### config.mk
export PLATFORM = sky130hd
export DESIGN_NAME = fetch_unit
export DESIGN_NICKNAME = d
export VERILOG_FILES = /design/src/rtl/fetch_unit.sv
export SDC_FILE = /design/constraint.sdc
export NUM_CORES = 1
export LEC_CHECK = 0
export CAP_MARGIN = 30
export CORE_MARGIN = 1
export CORE_UTILIZATION = 30
export DETAILED_ROUTE_END_ITERATION = 8
export DONT_BUFFER_PORTS = 1
export HOLD_SLACK_MARGIN = 0.06
export PLACE_DENSITY = 0.53
export SLEW_MARGIN = 20
export SYNTH_ARGS = -nofsm -noshare
export SYNTH_HDL_FRONTEND = slang
export SYNTH_SLANG_ARGS = --single-unit
### constraint.sdc
create_clock -name clk -period 7.4 [get_ports clk]
set_input_delay 1.48 -clock clk [delete_from_list [all_inputs] [get_ports clk]]
set_output_delay 1.48 -clock clk [all_outputs]
set_load 0.03 [all_outputs]
### src/rtl/fetch_unit.sv
// fetch_unit: instruction-fetch stage. Owns the PC, issues one request at a
// time to instruction memory and presents the fetched word to IF/ID.
// Ports:
//   clk, rst                 clock, asynchronous active-high reset
//   stallF                   hold the presented instruction (IF/ID not capturing)
//   redirect, redirect_pc    taken branch/jump from decode and its target
//   imem_req, imem_addr      request pulse and address to instruction memory
//   imem_rvalid, imem_rdata  response strobe and instruction word
//   instrF, pc_plus4F        instruction and PC+4 for IF/ID (0 when not valid)
//   fetch_wait               no valid instruction presented
module fetch_unit #(
  parameter logic [31:0] RESET_PC = 32'h0000_0000
) (
  input  logic        clk,
  input  logic        rst,
  input  logic        stallF,
  input  logic        redirect,
  input  logic [31:0] redirect_pc,
  output logic        imem_req,
  output logic [31:0] imem_addr,
  input  logic        imem_rvalid,
  input  logic [31:0] imem_rdata,
  output logic [31:0] instrF,
  output logic [31:0] pc_plus4F,
  output logic        fetch_wait
);

  localparam int unsigned XLEN = 32;
  localparam int unsigned SW   = 3;

  localparam logic [SW-1:0] S_IDLE  = 3'd0;
  localparam logic [SW-1:0] S_ISSUE = 3'd1;
  localparam logic [SW-1:0] S_WAIT  = 3'd2;
  localparam logic [SW-1:0] S_VALID = 3'd3;
  localparam logic [SW-1:0] S_DROP  = 3'd4;

  logic [SW-1:0]   state, state_n;
  logic [XLEN-1:0] pc, pc_n;
  logic [XLEN-1:0] ibuf, ibuf_n;
  logic [XLEN-1:0] tgt;

  // Redirect target forced to word alignment.
  assign tgt = redirect_pc & ~XLEN'(3);

  // Next-state, next-PC and buffer logic; redirect overrides the normal rule.
  always_comb begin
    state_n = state;
    pc_n    = pc;
    ibuf_n  = ibuf;
    case (state)
      S_IDLE: state_n = S_ISSUE;
      S_ISSUE: begin
        if (redirect) begin
          pc_n    = tgt;
          state_n = S_DROP;
        end else begin
          state_n = S_WAIT;
        end
      end
      S_WAIT: begin
        // A response coincident with a redirect belongs to the old path.
        if (redirect) begin
          pc_n    = tgt;
          state_n = S_DROP;
        end else if (imem_rvalid) begin
          ibuf_n  = imem_rdata;
          state_n = S_VALID;
        end
      end
      S_VALID: begin
        if (redirect) begin
          pc_n    = tgt;
          ibuf_n  = '0;
          state_n = S_ISSUE;
        end else if (!stallF) begin
          pc_n    = pc + XLEN'(4);
          state_n = S_ISSUE;
        end
      end
      S_DROP: begin
        // Latest redirect target wins while the stale response drains.
        if (redirect) pc_n = tgt;
        if (imem_rvalid) state_n = S_ISSUE;
      end
      default: state_n = S_IDLE;
    endcase
  end

  // State, PC, buffer and outputs; outputs are registered from next values
  // so they always reflect the current state register.
  always_ff @(posedge clk or posedge rst) begin
    if (rst) begin
      state      <= S_IDLE;
      pc         <= RESET_PC;
      ibuf       <= '0;
      imem_req   <= 1'b0;
      imem_addr  <= RESET_PC;
      instrF     <= '0;
      pc_plus4F  <= '0;
      fetch_wait <= 1'b1;
    end else begin
      state      <= state_n;
      pc         <= pc_n;
      ibuf       <= ibuf_n;
      imem_req   <= (state_n == S_ISSUE);
      imem_addr  <= pc_n;
      instrF     <= (state_n == S_VALID) ? ibuf_n : '0;
      pc_plus4F  <= (state_n == S_VALID) ? (pc_n + XLEN'(4)) : '0;
      fetch_wait <= (state_n != S_VALID);
    end
  end

endmodule
==> flow_summary.toml, run 1 <==
[worst_setup_path]
cp-start-kind = "primary input"
r2r_end = "pc_plus4F[22]$_DFF_PP0_"
timing.reg2reg.setup_slack_ps = 3380
r2r_cells = 10
crit_start = "stallF"
critPathKind = "in -> reg"
crit_arrival_ps = 4530
end_kind = "flop"
cp_max_fo = 11
reg2reg_from = "state[0]$_DFF_PP0_"
endpoint = "pc_plus4F[31]$_DFF_PP0_"
cp_data_required_time_ps = 7740

[placement]
gp_congestion = 0.8405
place_inst = 842
portBuffers = 0
hpwlAfterDp_mm = 13.66
pre_cts_ws_ps = 2784

[synth]
synth.top_cell.area_share_pct = 52.29
synth.most_common_cell = "dfrtp_1"
synth_nets = 673
synth.distinct_cells = 76
yosys.area.top_type = "dfrtp_1"
netlist_top_cells_area = "dfrtp_1, a22o_1, and2_1, a21oi_1, nand2_1"
synthTopCellsByCount = "dfrtp_1, and2_1, nand2_1"
yosys_register_bits = 133
async_flop_share_pct = 100.0
yosysSeqAreaShare_pct = 52.70
netlist_area_um2 = 6317
syn_area_per_cell_um2 = 10.49
synthCells = 602
synth_edf_count = 0
yosysWarnings = 0
ys.flop_type = "dfrtp_1"

[floorplanning]
core_um2 = 20430
die_h_um = 147.1
io_pins = 167
dieArea_um2 = 21640
die_x_um = 147.1
initial_utilization_pct = 30.92
rows = 52

[sta]
worst_slack_ps = 3215
max_freq_mhz = 239.0
hold_viol_final = 0
slew_viol_final = 0
setup_tns_ps = 0
timing.max_slew.rel_slack_pct = 39.85
fin_worst_skew_ps = 12.46
rsz0062_at_grt = "no"
min_period_ps = 4185
worst_pin_slew_ps = 902.2
fin_crit_sh_pct = 56.55
setup_viol = 0

[finish]
fin_util_pct = 35.05
area_delta_synth_final_pct = 13.35
drive_gt1_share_pct = 10.08
fin_cells = 876
nNetsFinal = 663

[clock_tree]
clock_latency_ps = 430
cts_setup_buffers = 0
h-tree-depth = 4
clockRootBuffer = "clkbuf_16"
cts_hold_buf = 0
cts_buffers = 17
cts_tree = "done"
cts.clk_slew.worst_paths_ps = 70
clock-sinks = 133
ctsResizeCount = 0
clockBufferDepth = 2

[drt]
routedWlPerCell_um = 22.10
wl_met2_mm = 9.278
m1WireLength_mm = 7.459
wl_met3_mm = 2.195
vias = 4983
drt_iter0_markers = 498
avgViaCountPerCell = 5.688
highest_layer = "met5"
dr.pass1.iters = 5
antenna_left = 0
totalWireLength_mm = 19.36
drc_errors = 0

[global_route]
grt_first_pass_wirelength_mm = 29.75
grt_remaining_overflow = 0
grt_max_degree = 76
grt_pass1_vias = 5028
grt_util_all_layers_pct = 18.27
antenna_found_initial = 2

[run_status]
status = "complete, no violations"

[power_and_ir_drop]
p_leak_nw = 2.979
ir_drop_v = 0.0001657
power_density_nw_per_um2 = 466.4

[job]
cap_viol_max_count = 0

[min_path]
min_path_cells = 1
worstHoldPathType = "reg -> reg"
## state kept, by name, indices dropped and copies added (netlist names)
signal,cells
instrF,32
pc_plus4F,32
ibuf,32
pc,32
fetch_wait,1
state,3
imem_req,1
## final cells by class
type | count | area (µm²)
diodes | 1 | 2.502
clock buffers | 18 | 439.2
clock inverters | 14 | 138.9
fillers | 2083 | 13270
inverters | 14 | 57.56
multi-input cells | 418 | 2776
flip-flops and latches | 133 | 3329
well taps | 270 | 337.8
repair buffers | 8 | 78.83
## power by group
part,leakage [nW],internal (mW),switching (mW)
Combinational,0.947,0.367,0.642
Sequential,1.75,0.935,0.560
Clock,0.282,0.481,0.355
## metrics by stage
step	hold WS (ps)	cell area, µm²	power, mW
after floorplan	463.4	6317	2.163
after global placement	478.7	6546	2.471
after detailed placement	480.3	6561	2.504
after CTS	502.2	7139	3.357
after global routing	507.4	7161	3.528
final	495.9	7161	3.340
## critical path, stage by stage
cell	delay [ps]
nand4b_1	480
or4_4	730
or3_1	450
or4_1	500
o211ai_2	130
and4_1	280
and4_1	260
mux2i_1	200
## how the worst min path moves through the flow
stage                       start                 end  slack, ps
3_3_place_gp    ibuf[1]$_DFF_PP0_   ibuf[1]$_DFF_PP0_        480
4_1_cts         ibuf[1]$_DFF_PP0_   ibuf[1]$_DFF_PP0_        500
5_1_grt        ibuf[16]$_DFF_PP0_  ibuf[16]$_DFF_PP0_        510
2_1_floorplan  ibuf[15]$_DFF_PP0_  ibuf[15]$_DFF_PP0_        460
6_report        ibuf[1]$_DFF_PP0_   ibuf[1]$_DFF_PP0_        500
3_5_place_dp   ibuf[15]$_DFF_PP0_  ibuf[15]$_DFF_PP0_        480
## cell usage in the layout, fill, tap and decap left out, types with 4 or more instances in the layout
cell       Yosys  final
a21oi_1       30     30
dfrtp_1      132    132
and2_1        40     40
a22o_1        32     32
nand2b_1       6      6
and4_1         7      7
a22oi_1        5      5
xnor2_1        7      7
or2_1          4      4
nor4_1        11     11
nor2b_1        8      7
mux2i_1        5      5
xor2_1         7      7
nor3_1        17     17
a31oi_1        9      9
a21o_1         4      4
o21ai_1        5      5
nor2_1        28     27
o21ai_0       21     21
clkbuf_16      0     17
nand4_1       19     19
a211o_1        4      4
o211ai_1       5      5
o31ai_1        9      9
and3_1         4      4
or4_1         13     13
nand2_1       33     33
buf_4          3      5
or3_1         12     12
inv_1         14     13
inv_6          0      7
nand3_1       15     15
nor3b_1        6      6
## kinds of logic (layout without fill, tap and decap cells)
logic type                 count (synthesis)  after routing  synth area share [%]
buffers and inverters                     51             54                 3.426
DFF                                      133            133                 52.70
adders and majority gates                  3              3                0.5545
xor gates and xnor gates                  14             14                 1.941
muxes                                      7              7                 1.149
other                                      0              1                     0
AOI/OAI and AO/OA                        153            153                 17.53
and+or+nand+nor                          241            241                 22.70
## layer usage
layer  track usage [%]  vias to the layer above
met5                 0                        -
met4             7.010                        2
met3             7.919                       39
met2             29.83                      241
met1             21.09                     2468
li1                  -                     2233
Power figures use the tool's default switching activity.
==> run 2: changes to the inputs <==
--- a/config.mk
+++ b/config.mk
@@ -11,7 +11,7 @@
 export DETAILED_ROUTE_END_ITERATION = 8
 export DONT_BUFFER_PORTS = 1
 export HOLD_SLACK_MARGIN = 0.06
-export PLACE_DENSITY = 0.53
+export PLACE_DENSITY = 0.54
 export SLEW_MARGIN = 20
 export SYNTH_ARGS = -nofsm -noshare
 export SYNTH_HDL_FRONTEND = slang
==> constraint.sdc (replaced) <==
create_clock -name clk -period 3.7 [get_ports clk]
set_input_delay 0.74 -clock clk [delete_from_list [all_inputs] [get_ports clk]]
set_output_delay 0.74 -clock clk [all_outputs]
set_load 0.03 [all_outputs]
==> run 2 against run 1 <==
Setup slack worse by 2900 ps. Core utilization is 1.8 points higher. Clock skew fell by 4.8 ps. Cell area increased by 5.2%. Sequential power rose by 72%. Via count grew 2.9%. Largest cell class unchanged. Combinational power increased to 2.8 times the previous value. Final cell count is 5.8% higher. Register-to-register slack lost 3100 ps. Non-clock buffer count increased by 52. Critical path type is now reg -> reg.
==> flow_summary.toml, run 2 (synthesized netlist as in run 1, its figures left out) <==
[placement]
hpwlAfterDp_mm = 14.65
portBuffers = 0
gp_congestion = 0.8586
place_inst = 894

[global_route]
grt_util_all_layers_pct = 18.78
grt_remaining_overflow = 0
grt_first_pass_wirelength_mm = 30.42
grt_pass1_vias = 5234
antenna_found_initial = 0
grt_max_degree = 77

[finish]
drive_gt1_share_pct = 17.20
final_common_cell = "dfrtp_1"
area_delta_synth_final_pct = 19.27
fin_cells = 927
diodes = 0
nNetsFinal = 715
final_cell_mix = "dfrtp_1, buf_4, and2_1, nand2_1, a22o_1"
fin_util_pct = 36.88

[drt]
vias = 5129
antenna_left = 0
totalWireLength_mm = 19.60
drc_errors = 0
avgViaCountPerCell = 5.533
routedWlPerCell_um = 21.14
dr.pass1.iters = 7
drt_iter0_markers = 395

[min_path]
worstHoldPathType = "in -> async"

[worst_setup_path]
cp_slowest_cell = "dfrtp_1"
r2r_cells = 10
critPathKind = "reg -> reg"
path_buf_inv = 2
cp_max_fo = 15
cp_data_required_time_ps = 4040
crit_cells = 10
cp-start-kind = "flop"
end_kind = "flop"
crit_arrival_ps = 3720
crit_path_cell_trace = "buf_4 > and4bb_1 > a21oi_2 > buf_4 > o221a_2 > nand4_1 > and4b_1 > nand4_1 > or4_1 > a21oi_1"
critical_path.top_delay_family = "simple AND/OR/NAND/NOR gates"
worst_path_largest_cell_delay_ps = 580

[sta]
timing.max_slew.rel_slack_pct = 53.90
worst_hold_slack_ps = 268.2
setup_tns_ps = 0
min_period_ps = 3375
max_freq_mhz = 296.3
rsz0062_at_grt = "no"
setup_viol = 0
fin_crit_sh_pct = 91.21
fin_worst_skew_ps = 7.640
hold_viol_final = 0
worst_pin_slew_ps = 674.0
slew_viol_final = 0

[clock_tree]
cts.clk_slew.worst_paths_ps = 60
ctsResizeCount = 0
cts_setup_buffers = 0
cts_buffers = 17
h-tree-depth = 4
clockBufferDepth = 2
clockRootBuffer = "clkbuf_16"
clock-sinks = 133
cts_tree = "done"
cts_hold_buf = 0
clock_latency_ps = 420

[floorplanning]
dieArea_um2 = 21640
die_h_um = 147.1
initial_utilization_pct = 30.92
rows = 52
die_x_um = 147.1
io_pins = 167
core_um2 = 20430

[run_status]
status = "complete, no violations"

[power_and_ir_drop]
power_density_nw_per_um2 = 929.0
p_sw_share_pct = 45.74
clkPwrFrac_pct = 22.8
p_seq_share_pct = 36.9
ir_drop_v = 0.0003643
p_total_mw = 7.000
p_comb_share_pct = 40.3
p_sw_mw = 3.202
internal-power_mw = 3.798
p_leak_nw = 3.215

[job]
cap_viol_max_count = 0
[run 2: final cells by class]
type	count	area, µm²
inverter	14	56.30
fill	2032	12890
clock buffer	17	425.4
clock inverter	15	138.9
tap	270	337.8
timing repair buffer	60	470.5
multi-input combinational	418	2776
sequential	133	3329
[run 2: power groups by stage]
| stage | registers [mW] | logic (mW) | clock network (mW) |
|---|---|---|---|
| 6_report | 2.58 | 2.82 | 1.60 |
| 2_1_floorplan | 2.74 | 1.58 | 0 |
| 3_5_place_dp | 2.60 | 2.81 | 0 |
| 4_1_cts | 2.59 | 2.81 | 1.64 |
| 3_3_place_gp | 2.60 | 2.74 | 0 |
| 5_1_grt | 2.64 | 3.09 | 1.70 |
[run 2: per-stage QoR]
stage	setup WS, ps	instance area [µm²]
detailed placement	217.8	6955
finish	325.1	7535
floorplan	556.3	6321
CTS	354.6	7520
global placement	243.6	6955
global route	35.10	7535
[run 2: path summary, 6_finish.rpt]
kind / from / endpoint / slack (ps)
worst min register to register: ibuf[0]$_DFF_PP0_ / ibuf[0]$_DFF_PP0_ / 500
worst min-delay path: rst / pc_plus4F[1]$_DFF_PP0_ / 270
worst max register to register: state[0]$_DFF_PP0_ / pc_plus4F[25]$_DFF_PP0_ / 330
worst max-delay path: state[0]$_DFF_PP0_ / pc_plus4F[25]$_DFF_PP0_ / 330
max in group asynchronous: rst / pc[22]$_DFF_PP0_ / 2610
min in group clk: redirect / state[1]$_DFF_PP0_ / 460
[run 2: worst reg2reg max path: stages (launching register included)]
cell and delay [ps]:
dfrtp_1 580, buf_4 220, and4bb_1 270, a21oi_2 170, buf_4 280, o221a_2 280
nand4_1 190, and4b_1 400, nand4_1 280, or4_1 480, a21oi_1 150
[run 2: layer usage]
layer / vias to the layer above / global-route usage (%) / wire [µm]
met3: 30 / 8.106 / 2518
met1: 2512 / 22.13 / 7421
met2: 253 / 30.17 / 9248
met5: - / 0 / 0
li1: 2334 / - / -
met4: 0 / 7.165 / 409
==> run 3: changes to the inputs <==
--- a/config.mk
+++ b/config.mk
@@ -5,13 +5,14 @@
 export SDC_FILE = /design/constraint.sdc
 export NUM_CORES = 1
 export LEC_CHECK = 0
+export ABC_AREA = 1
 export CAP_MARGIN = 30
 export CORE_MARGIN = 1
 export CORE_UTILIZATION = 30
 export DETAILED_ROUTE_END_ITERATION = 8
 export DONT_BUFFER_PORTS = 1
 export HOLD_SLACK_MARGIN = 0.06
-export PLACE_DENSITY = 0.54
+export PLACE_DENSITY = 0.53
 export SLEW_MARGIN = 20
 export SYNTH_ARGS = -nofsm -noshare
 export SYNTH_HDL_FRONTEND = slang
==> constraint.sdc (replaced) <==
create_clock -name clk -period 3.4 [get_ports clk]
set_input_delay 0.68 -clock clk [delete_from_list [all_inputs] [get_ports clk]]
set_output_delay 0.68 -clock clk [all_outputs]
set_load 0.03 [all_outputs]
==> run 3 against run 2 <==
First-iteration DRC count decreased by 31%. Cell area grew 9.3%. Final cell count up 41%. Synthesized area is 16% higher. Clock-buffer cell count rose by 1. Largest cell class unchanged. Largest power group unchanged. Sequential power increased by 27%. Critical path depth up 5. Fmax is 18% higher. Critical endpoint is now pc_plus4F[31]$_DFF_PP0_. Critical path type unchanged. Clock power up 11%. Via count grew 19%. Wire length rose by 8.1%. Synthesized cell count up 62%.
==> flow_summary.toml, run 3 <==
[floorplanning]
rows = 56
dieArea_um2 = 25010
die_h_um = 158.2
io_pins = 167
die_x_um = 158.2
core_um2 = 23680
initial_utilization_pct = 30.89

[finish]
drive_gt1_share_pct = 12.04
n_fill_cell = 2562
nNetsFinal = 1046
final_common_cell = "nand2_1"
final_cell_mix = "nand2_1, inv_1, dfrtp_1, nor2_1, nand3_1"
area_delta_synth_final_pct = 12.59

[sta]
worst_slack_ps = 543.8
rsz0062_at_grt = "no"
slew_viol_final = 0
hold_viol_final = 0
max_freq_mhz = 350.1
setup_tns_ps = 0
fin_worst_skew_ps = 13.28
timing.max_slew.rel_slack_pct = 52.49
fin_crit_sh_pct = 84.01
worst_pin_slew_ps = 712.6
min_period_ps = 2856
setup_viol = 0

[synth]
yosysSeqAreaShare_pct = 45.51
synth_edf_count = 0
synthCells = 974
synth.top_cell.area_share_pct = 45.15
netlist_top_cells_area = "dfrtp_1, nand2_1, inv_1, nor2_1, nand3_1"
yosys.area.top_type = "dfrtp_1"
synthTopCellsByCount = "nand2_1, inv_1, dfrtp_1"
yosys_register_bits = 133
synth.most_common_cell = "nand2_1"
netlist_area_um2 = 7316
ys.flop_type = "dfrtp_1"
syn_area_per_cell_um2 = 7.511
async_flop_share_pct = 100.0
synth_nets = 1045
synth.distinct_cells = 49
yosysWarnings = 0

[clock_tree]
cts.clk_slew.worst_paths_ps = 70
ctsResizeCount = 0
cts_buffers = 17
h-tree-depth = 4
clockBufferDepth = 2
clockRootBuffer = "clkbuf_16"
cts_setup_buffers = 0
cts_hold_buf = 0
cts_tree = "done"
clock-sinks = 133
clock_latency_ps = 420

[drt]
totalWireLength_mm = 21.19
antenna_left = 0
routedWlPerCell_um = 16.20
avgViaCountPerCell = 4.672
vias = 6111
drt_iter0_markers = 271
drc_errors = 0
dr.pass1.iters = 4

[power_and_ir_drop]
clkPwrFrac_pct = 18.5
p_sw_share_pct = 52.94
internal-power_mw = 4.521
p_seq_share_pct = 34.1
p_sw_mw = 5.086
p_comb_share_pct = 47.4
power_density_nw_per_um2 = 1166
ir_drop_v = 0.0004563
p_leak_nw = 4.243

[global_route]
grt_pass1_vias = 6156
grt_first_pass_wirelength_mm = 33.46
grt_util_all_layers_pct = 17.67
grt_max_degree = 134
grt_remaining_overflow = 0
antenna_found_initial = 1

[placement]
gp_congestion = 0.8214
hpwlAfterDp_mm = 15.02
portBuffers = 0
pre_cts_ws_ps = 509.0

[job]
cap_viol_max_count = 0

[worst_setup_path]
critPathKind = "reg -> reg"
cp_data_required_time_ps = 3700
path_buf_inv = 0
worst_path_largest_cell_delay_ps = 640
critical_path.top_delay_family = "simple AND/OR/NAND/NOR gates"
crit_arrival_ps = 3160
cp_slowest_cell = "dfrtp_1"
cp_max_fo = 8
end_kind = "flop"
crit_path_cell_trace = "nand2_1 > nor2_1 > nand3_1 > nor2_4 > nand2_1 > nand3_1 > nand2_1 > a21oi_4 > nand2_1 > nor2_1 > nand2_1 > nor2_2 > nand3_1 > nand2_1 > nor2_1"
cpMostUsedCell = "nand2_1"
cp-start-kind = "flop"
timing.reg2reg.setup_slack_ps = 540

[min_path]
worstHoldPathType = "in -> async"

[run_status]
status = "complete, no violations"
-- run 3: final cells by class --
type	instances	area, µm²	area share, %
clock buffers	18	439.2	5.332
flip-flops and latches	133	3329	40.42
clock inverters	14	125.1	1.519
inverters	159	601.8	7.307
repair buffers	15	125.1	1.519
well taps	319	399.1	4.846
multi-input cells	649	3214	39.02
diodes	1	2.502	0.03038
-- run 3: power groups by stage --
stage	Clock, mW	Combinational [mW]	Sequential (mW)
floorplan	0	3.46	3.19
global placement	0	4.52	3.31
detailed placement	0	4.56	3.30
CTS	1.82	4.58	3.28
global route	1.88	5.20	3.36
finish	1.78	4.55	3.28
-- run 3: metrics by stage --
stage / instance area, µm² / utilization (%) / hold slack (ps) / total power [mW] / std cells
floorplan: 7320 / - / 451.4 / 6.647 / 974
global placement: 7670 / 32.39 / 466.0 / 7.823 / 1275
detailed placement: 7670 / 32.39 / 468.4 / 7.857 / 1275
CTS: 8234 / 34.77 / 355.2 / 9.684 / 1307
global route: 8237 / 34.78 / 352.7 / 10.43 / 1308
finish: 8237 / 34.78 / 355.2 / 9.607 / 1308
-- run 3: path summary, 6_finish.rpt --
path | start | to | depth (start not counted)
min in group clk | imem_rvalid | state[2]$_DFF_PP0_ | 1
max | pc[6]$_DFF_PP0_ | pc_plus4F[31]$_DFF_PP0_ | 15
min | rst | instrF[8]$_DFF_PP0_ | 2
max reg2reg | pc[6]$_DFF_PP0_ | pc_plus4F[31]$_DFF_PP0_ | 15
min reg2reg | ibuf[8]$_DFF_PP0_ | ibuf[8]$_DFF_PP0_ | 2
max in group asynchronous | rst | pc_plus4F[17]$_DFF_PP0_ | 2
-- run 3: cells by family (layout without fill, tap and decap cells) --
kind of cell / count (synthesis) / in the layout / share of synthesized area (%)
other: 0 / 1 / 0
AND/OR/NAND/NOR: 508 / 508 / 31.09
AO/OA/AOI/OAI: 134 / 134 / 11.87
flip-flops: 133 / 133 / 45.51
buffers and inverters: 192 / 206 / 10.59
XOR/XNOR: 5 / 5 / 0.5987
adder cells (fa/ha/maj): 2 / 2 / 0.3420
-- run 3: per-layer routing --
| metal | vias up | routed length [µm] | GRT usage (%) | part of all wire, % |
|---|---|---|---|---|
| met3 | 24 | 1926 | 6.953 | 9.1 |
| met1 | 2851 | 9261 | 21.78 | 44 |
| met4 | 0 | 370 | 6.136 | 1.7 |
| met5 | - | 0 | 0 | 0 |
| li1 | 3079 | - | - | - |
| met2 | 157 | 9626 | 27.90 | 45 |
